<file path="config.mk">
export PLATFORM = sky130hd
export DESIGN_NAME = zb_chip_spreader_flat
export DESIGN_NICKNAME = d
export VERILOG_FILES = /design/src/rtl/zb_chip_spreader_if.sv /design/src/rtl/zb_chip_spreader.sv /design/src/flat_wrapper.sv
export SDC_FILE = /design/constraint.sdc
export NUM_CORES = 1
export LEC_CHECK = 0
export CORE_MARGIN = 2
export CORE_UTILIZATION = 52
export CTS_CLUSTER_SIZE = 25
export DETAILED_ROUTE_END_ITERATION = 7
export PLACE_DENSITY = 0.79
export SLEW_MARGIN = 20
export SYNTH_ARGS = -nofsm -noshare
export SYNTH_HDL_FRONTEND = slang
export SYNTH_SLANG_ARGS = --single-unit
</file>
<file path="constraint.sdc">
create_clock -name inClock -period 2.89 [get_ports inClock]
set_input_delay 0.289 -clock inClock [delete_from_list [all_inputs] [get_ports inClock]]
set_output_delay 0.289 -clock inClock [all_outputs]
set_load 0.01 [all_outputs]
</file>
<file path="src/rtl/zb_chip_spreader_if.sv">
// Bundle between the output FIFO and the 802.15.4 chip spreader.
// With ZB_SPREADER_IQ_SPLIT_EN defined the bundle also carries the I/Q chip rails.
interface zb_chip_spreader_if;
    logic       inEnable;
    logic       inEmpty;
    logic [3:0] inSymbol;
    logic       outReadEnable;
    logic       outChip;
    logic       outChipValid;
    logic       outChipStrobe;
    logic       outSymbolDone;
    logic       outBusy;
`ifdef ZB_SPREADER_IQ_SPLIT_EN
    logic       outChipI;
    logic       outChipQ;
`endif

`ifdef ZB_SPREADER_IQ_SPLIT_EN
    modport slave (
        input  inEnable, inEmpty, inSymbol,
        output outReadEnable, outChip, outChipValid, outChipStrobe,
               outSymbolDone, outBusy, outChipI, outChipQ
    );
    modport master (
        output inEnable, inEmpty, inSymbol,
        input  outReadEnable, outChip, outChipValid, outChipStrobe,
               outSymbolDone, outBusy, outChipI, outChipQ
    );
`else
    modport slave (
        input  inEnable, inEmpty, inSymbol,
        output outReadEnable, outChip, outChipValid, outChipStrobe,
               outSymbolDone, outBusy
    );
    modport master (
        output inEnable, inEmpty, inSymbol,
        input  outReadEnable, outChip, outChipValid, outChipStrobe,
               outSymbolDone, outBusy
    );
`endif
endinterface

</file>
<file path="src/rtl/zb_chip_spreader.sv">
// IEEE 802.15.4 (2.4 GHz) symbol-to-chip spreader.
// Pops 4-bit symbols from the output FIFO and emits the 32-chip PN sequence
// serially, one chip per CHIP_DIV clocks, gapless across back-to-back symbols
// thanks to a one-symbol prefetch into a hold register.
// Optional build macro: ZB_SPREADER_IQ_SPLIT_EN adds outChipI/outChipQ rails
// for the O-QPSK modulator (even chips on I, odd chips on Q).
module zb_chip_spreader #(
    parameter int CHIP_DIV = 4
) (
    input  logic               inClock,
    input  logic               inReset,
    zb_chip_spreader_if.slave  bus
);

    typedef enum logic [1:0] {
        IDLE  = 2'd0,
        REQ   = 2'd1,
        CAPT  = 2'd2,
        SHIFT = 2'd3
    } state_t;

    // Symbol 0 sequence, stored with c0 in bit 31 so chips leave from the MSB.
    localparam logic [31:0] SYM0_CHIPS = 32'b1101_1001_1100_0011_0101_0010_0010_1110;
    localparam logic [7:0]  DIV_LAST   = 8'(CHIP_DIV - 1);

    if (CHIP_DIV < 2 || CHIP_DIV > 255) begin : g_bad_chip_div
        $error("zb_chip_spreader: CHIP_DIV must be in 2..255");
    end

    // Symbol k (k<8) is symbol 0 rotated right by 4k chips; k>=8 also flips odd chips.
    function automatic logic [31:0] map_symbol(input logic [3:0] sym);
        logic [63:0] doubled;
        logic [31:0] chips;
        doubled = {SYM0_CHIPS, SYM0_CHIPS} >> {sym[2:0], 2'b00};
        chips   = doubled[31:0];
        if (sym[3]) begin
            chips = chips ^ 32'h5555_5555;
        end else begin
            chips = chips;
        end
        return chips;
    endfunction

    state_t      state_r, state_s;
    logic [31:0] shift_r, shift_s;
    logic [31:0] hold_r, hold_s;
    logic        hold_valid_r, hold_valid_s;
    logic [4:0]  idx_r, idx_s;
    logic [7:0]  div_r, div_s;
    logic        rd_s;
    logic        rd_r;
    logic        cap_r;
    logic        chip_r, valid_r, strobe_r, done_r, busy_r;
`ifdef ZB_SPREADER_IQ_SPLIT_EN
    logic        chip_i_r, chip_q_r;
`endif

    // Next-state, datapath and fetch decisions for the spreader FSM.
    always_comb begin
        state_s      = state_r;
        shift_s      = shift_r;
        hold_s       = hold_r;
        hold_valid_s = hold_valid_r;
        idx_s        = idx_r;
        div_s        = div_r;
        rd_s         = 1'b0;

        // Prefetched symbol arrives the cycle after its pop pulse.
        if (cap_r) begin
            hold_s       = map_symbol(bus.inSymbol);
            hold_valid_s = 1'b1;
        end else begin
            hold_s       = hold_r;
        end

        case (state_r)
            IDLE: begin
                if (bus.inEnable && !bus.inEmpty) begin
                    state_s = REQ;
                    rd_s    = 1'b1;
                end else begin
                    state_s = IDLE;
                end
            end
            REQ: begin
                state_s = CAPT;
            end
            CAPT: begin
                shift_s = map_symbol(bus.inSymbol);
                idx_s   = 5'd0;
                div_s   = 8'd0;
                state_s = SHIFT;
            end
            SHIFT: begin
                if (idx_r == 5'd30 && div_r == 8'd0 && bus.inEnable && !bus.inEmpty) begin
                    rd_s = 1'b1;
                end else begin
                    rd_s = 1'b0;
                end
                if (div_r == DIV_LAST) begin
                    div_s = 8'd0;
                    if (idx_r == 5'd31) begin
                        idx_s = 5'd0;
                        if (hold_valid_r) begin
                            shift_s      = hold_r;
                            hold_valid_s = 1'b0;
                        end else begin
                            state_s = IDLE;
                        end
                    end else begin
                        idx_s   = idx_r + 5'd1;
                        shift_s = {shift_r[30:0], 1'b0};
                    end
                end else begin
                    div_s = div_r + 8'd1;
                end
            end
            default: begin
                state_s = IDLE;
            end
        endcase
    end

    // State, datapath and registered outputs; reset discards any symbol in flight.
    always_ff @(posedge inClock or negedge inReset) begin
        if (!inReset) begin
            state_r      <= IDLE;
            shift_r      <= 32'd0;
            hold_r       <= 32'd0;
            hold_valid_r <= 1'b0;
            idx_r        <= 5'd0;
            div_r        <= 8'd0;
            rd_r         <= 1'b0;
            cap_r        <= 1'b0;
            chip_r       <= 1'b0;
            valid_r      <= 1'b0;
            strobe_r     <= 1'b0;
            done_r       <= 1'b0;
            busy_r       <= 1'b0;
`ifdef ZB_SPREADER_IQ_SPLIT_EN
            chip_i_r     <= 1'b0;
            chip_q_r     <= 1'b0;
`endif
        end else begin
            state_r      <= state_s;
            shift_r      <= shift_s;
            hold_r       <= hold_s;
            hold_valid_r <= hold_valid_s;
            idx_r        <= idx_s;
            div_r        <= div_s;
            rd_r         <= rd_s;
            cap_r        <= rd_r && (state_r == SHIFT);
            chip_r       <= (state_s == SHIFT) && shift_s[31];
            valid_r      <= (state_s == SHIFT);
            strobe_r     <= (state_s == SHIFT) && (div_s == 8'd0);
            done_r       <= (state_s == SHIFT) && (idx_s == 5'd31) && (div_s == DIV_LAST);
            busy_r       <= (state_s != IDLE);
`ifdef ZB_SPREADER_IQ_SPLIT_EN
            if (state_s != SHIFT) begin
                chip_i_r <= 1'b0;
                chip_q_r <= 1'b0;
            end else if (div_s == 8'd0) begin
                if (!idx_s[0]) begin
                    chip_i_r <= shift_s[31];
                end else begin
                    chip_q_r <= shift_s[31];
                end
            end
`endif
        end
    end

    assign bus.outReadEnable = rd_r;
    assign bus.outChip       = chip_r;
    assign bus.outChipValid  = valid_r;
    assign bus.outChipStrobe = strobe_r;
    assign bus.outSymbolDone = done_r;
    assign bus.outBusy       = busy_r;
`ifdef ZB_SPREADER_IQ_SPLIT_EN
    assign bus.outChipI      = chip_i_r;
    assign bus.outChipQ      = chip_q_r;
`endif

endmodule
</file>
<file path="src/flat_wrapper.sv">
// flat-port wrapper written by rule: the top's interface ports become plain ports
module zb_chip_spreader_flat 
#(
    parameter int CHIP_DIV = 4
)
  (inClock, inReset, bus_inEnable, bus_inEmpty, bus_inSymbol, bus_outReadEnable, bus_outChip, bus_outChipValid, bus_outChipStrobe, bus_outSymbolDone, bus_outBusy);
  zb_chip_spreader_if bus_i ();
  input  logic inClock;
  input  logic inReset;
  input wire logic [$bits(bus_i.inEnable)-1:0] bus_inEnable;
  input wire logic [$bits(bus_i.inEmpty)-1:0] bus_inEmpty;
  input wire logic [$bits(bus_i.inSymbol)-1:0] bus_inSymbol;
  output wire logic [$bits(bus_i.outReadEnable)-1:0] bus_outReadEnable;
  output wire logic [$bits(bus_i.outChip)-1:0] bus_outChip;
  output wire logic [$bits(bus_i.outChipValid)-1:0] bus_outChipValid;
  output wire logic [$bits(bus_i.outChipStrobe)-1:0] bus_outChipStrobe;
  output wire logic [$bits(bus_i.outSymbolDone)-1:0] bus_outSymbolDone;
  output wire logic [$bits(bus_i.outBusy)-1:0] bus_outBusy;
  assign bus_i.inEnable = bus_inEnable;
  assign bus_i.inEmpty = bus_inEmpty;
  assign bus_i.inSymbol = bus_inSymbol;
  assign bus_outReadEnable = bus_i.outReadEnable;
  assign bus_outChip = bus_i.outChip;
  assign bus_outChipValid = bus_i.outChipValid;
  assign bus_outChipStrobe = bus_i.outChipStrobe;
  assign bus_outSymbolDone = bus_i.outSymbolDone;
  assign bus_outBusy = bus_i.outBusy;
  zb_chip_spreader #(.CHIP_DIV(CHIP_DIV)) u_core (.inClock(inClock), .inReset(inReset), .bus(bus_i));
endmodule
</file>
==> summary.md <==
| Metric | Value |
|---|---|
| DIE HEIGHT | `100 um` |
| Area share of fa/ha/maj cells after synthesis | `3.65%` |
| Synth Area in Simple Gates | `roughly a fifth` |
| Post-synth top area share | `45.4%` |
| Hpwl dp | `7190 um` |
| # clock sinks | `87` |
| Synth Register Bits | `87` |
| I/O Pins | `14` |
| Number of library cell types mapped by synthesis | `slightly above 60` |
| Clock buffer depth | `2` |
| Final GP Congestion | `a little over 0.9` |
| Fill count | `790` |
| Layout cells sized above 1 | `about a tenth` |
| Max_slew headroom | `about half` |
| Final Non-Filler Cells | `~640` |
| Max rail drop VDD | `0.000287 V` |
| Commonest non-fill, non-tap cell in the layout | `dfrtp_1` |
| Average routed wire per standard cell | `16.8 um` |
| Final Max Slew Viols | `0` |
| Sequential share of the synthesized area | `between 40 and 50%` |
| Post-CTS Setup Repair Bufs | `0` |
| Total vias in the final route | `3858` |
| Vias per cell | `6.05` |
| Largest area contributor in the netlist | `dfrtp_1` |
| Cell area after synthesis | `approximately 4800 um2` |
| Failing checks | `negative hold slack` |
| Final nets | `544` |
| Synth Area in Compound Gates | `about a fifth` |
| Top_reg_cell synth | `dfrtp_1` |
| RSZ-0062 raised after global routing | `no` |
| Placement Rows | `35` |
| Commonest non-fill, non-tap cells in the layout | `dfrtp_1, nor2_1, nand2_1` |
| Crit Path Category | `reg2reg` |
| Max Freq | `391 MHz` |
| Status | `finished, violations left` |
| Register area | `2180 um2` |
| PostCTS Resize Cnt | `0` |
| Syn avg cell area | `9.18 um2` |
| Final Hold Viols | `44` |
| Largest family of logic cells by synthesized area | `compound AO/OA/AOI/OAI gates` |
| Syn-to-layout area delta | `8.45%` |
| Initial antenna violation count | `0` |
| Startpoint types | `register` |
| Worst-skew pair later-pin latency | `~0.37 ns` |
| GRT overflow | `0` |
| Residual DRC | `0` |
| Die span in x | `~100 um` |
| Xor/xnor share of the synthesized area | `3.10%` |
| Largest net degree at the start of global routing | `88` |
| H-tree levels | `3` |
| Top fanout value on the critical path | `13` |
| Crit path cell chain | `ha_1, nor3b_2, and4_1, buf_4, nand2_1, a31oi_1` |
| Ys async rst share | `100%` |
| Number of enable flip-flop cells after synthesis | `0` |
| Slowest CP cell | `and4_1` |
| Endpoint type of the worst setup path | `register` |
| Final ANT Viol Nets | `0` |
| Port Buffers | `13` |
| Skew final | `0.0138 ns` |
| WP data required | `approximately 3.2 ns` |
| Max stage delay on crit path | `between 0.6 and 0.7 ns` |
| Root Driver | `clkbuf_8` |
| Setup violations, final | `0` |
| Crit share post-route | `between 80% and 90%` |
| CP arrival | `2.84 ns` |
| Inst Count DP | `between 600 and 700` |
| ANT cells | `0` |
| Die area | `around 10000 um2` |
| Core Area | `between 9000 and 10000 um2` |
| First-pass detailed-route iteration total | `6` |
| Initial Utilization | `between 50% and 60%` |
| Synth top area cells | `dfrtp_1, nor2_1, a21oi_1` |
| Vias in the first global route | `3811` |
| Gr usage total | `a little under a quarter` |
| Worst-path clk slew | `roughly 0.10 ns` |
| Actual slew at the worst max-slew pin | `a little under 0.8 ns` |
| Tmin final | `between 2 and 3 ns` |
| LEAKAGE | `2.29 nW` |
| Max_cap viols | `0` |
| DRT Wirelength | `roughly 11000 um` |
| CTS Buf Count | `9` |
| Pwr/cell area | `436 nW/um2` |
| Synth warn | `0` |
| First-pass GRT wire length | `~19000 um` |
| Hold crit path type | `in2async` |
| CTS tree | `done` |
| Multiplexer area fraction after synthesis | `around 3.2%` |
| Setup_tns | `0 ns` |
| Iteration-0 DRC Markers | `about 280` |
| Synthesized net count | `545` |
| Area of the multi-input gates | `approximately 2400 um2` |
| # hold bufs at CTS | `0` |
| Hold Slack | `-0.0340 ns` |
| Syn Inst Count | `between 500 and 600` |
[worst paths after layout]
kind                                   startpoint  cells after the start                end  slack, ns
worst max-delay path              u_core.div_r[0]                      6  u_core.shift_r[6]       0.33
worst min-delay path                      inReset                      1  u_core.shift_r[0]      -0.03
worst max register to register    u_core.div_r[0]                      6  u_core.shift_r[6]       0.33
worst min register to register  u_core.hold_r[11]                      1  u_core.hold_r[11]       0.50
max in group asynchronous                 inReset                      1  u_core.hold_r[25]       2.39
min in group inClock            u_core.hold_r[11]                      1  u_core.hold_r[11]       0.50
[through the flow]
stage	util (%)	cell area (um2)	setup WS, ns	total power [mW]	hold slack (ns)
final	57.1	5200	0.332	2.27	-0.0340
after global routing	57.1	5200	0.102	2.38	0.0369
after CTS	57.1	5200	0.343	2.29	0.150
after detailed placement	55.1	5020	0.338	1.50	0.480
after global placement	55.1	5020	0.482	1.50	0.478
after floorplan	-	4800	0.714	1.42	-0.00659
[layer usage]
layer	wire [um]	vias up	part of all wire (%)	global-route usage, %
li1	-	1845	-	-
met3	446	16	4.2	4.67
met4	151	0	1.4	7.48
met5	0	-	0	0
met1	4900	1895	46	31.8
met2	5240	102	49	37.4
[cells by family after synthesis]
kind of cell,count (synthesis)
multiplexers,14
AND/OR/NAND/NOR,183
adder cells (fa/ha/maj),14
XOR/XNOR,17
buffers and inverters,59
flip-flops,87
AO/OA/AOI/OAI,149
[where the power goes]
group	total (mW)	internal (mW)	switching, mW
registers	1.27	1.25	0.0206
clock network	0.794	0.321	0.473
logic	0.207	0.0910	0.116
[critical path: cells and delay by family, from the launching register on]
family | cells | cell delay [ns]
AND/OR/NAND/NOR | 3 | 1.15
flip-flops | 1 | 0.52
adder cells (fa/ha/maj) | 1 | 0.38
buffers and inverters | 1 | 0.25
AO/OA/AOI/OAI | 1 | 0.18
[state kept, by name, summed over array words and instances, names as in the netlist, 2 cells and up]
| register | flops |
|---|---|
| u_core.idx_r | 5 |
| u_core.hold_r | 32 |
| u_core.div_r | 8 |
| u_core.state_r | 2 |
| u_core.shift_r | 32 |
[cells in the mapped netlist, types with 3 or more instances]
cell	n
a211oi_1	3
a21o_1	3
a21oi_1	47
a22o_1	3
a22oi_1	10
a2bb2oi_1	9
a31oi_1	25
and2_1	8
and3_1	5
buf_2	10
clkbuf_1	25
dfrtp_1	87
ha_1	14
inv_1	18
mux2_2	9
mux2i_1	5
nand2_1	48
nand2b_1	4
nand3_1	9
nand3b_1	4
nor2_1	68
nor2b_1	9
nor4_1	3
o211ai_1	3
o21a_1	4
o21ai_0	23
o2bb2ai_1	3
or3_1	5
xnor2_1	17
[layout make-up]
type                    instances  share of cell area (%)
well taps                     111                    2.67
clock buffers                   9                    2.38
inverters                      19                    1.37
clock inverters                 7                    1.08
multi-input cells             377                    45.5
flip-flops and latches         87                    41.8
repair buffers                 28                    5.17
Note: power is estimated with default switching activity, not from simulation.
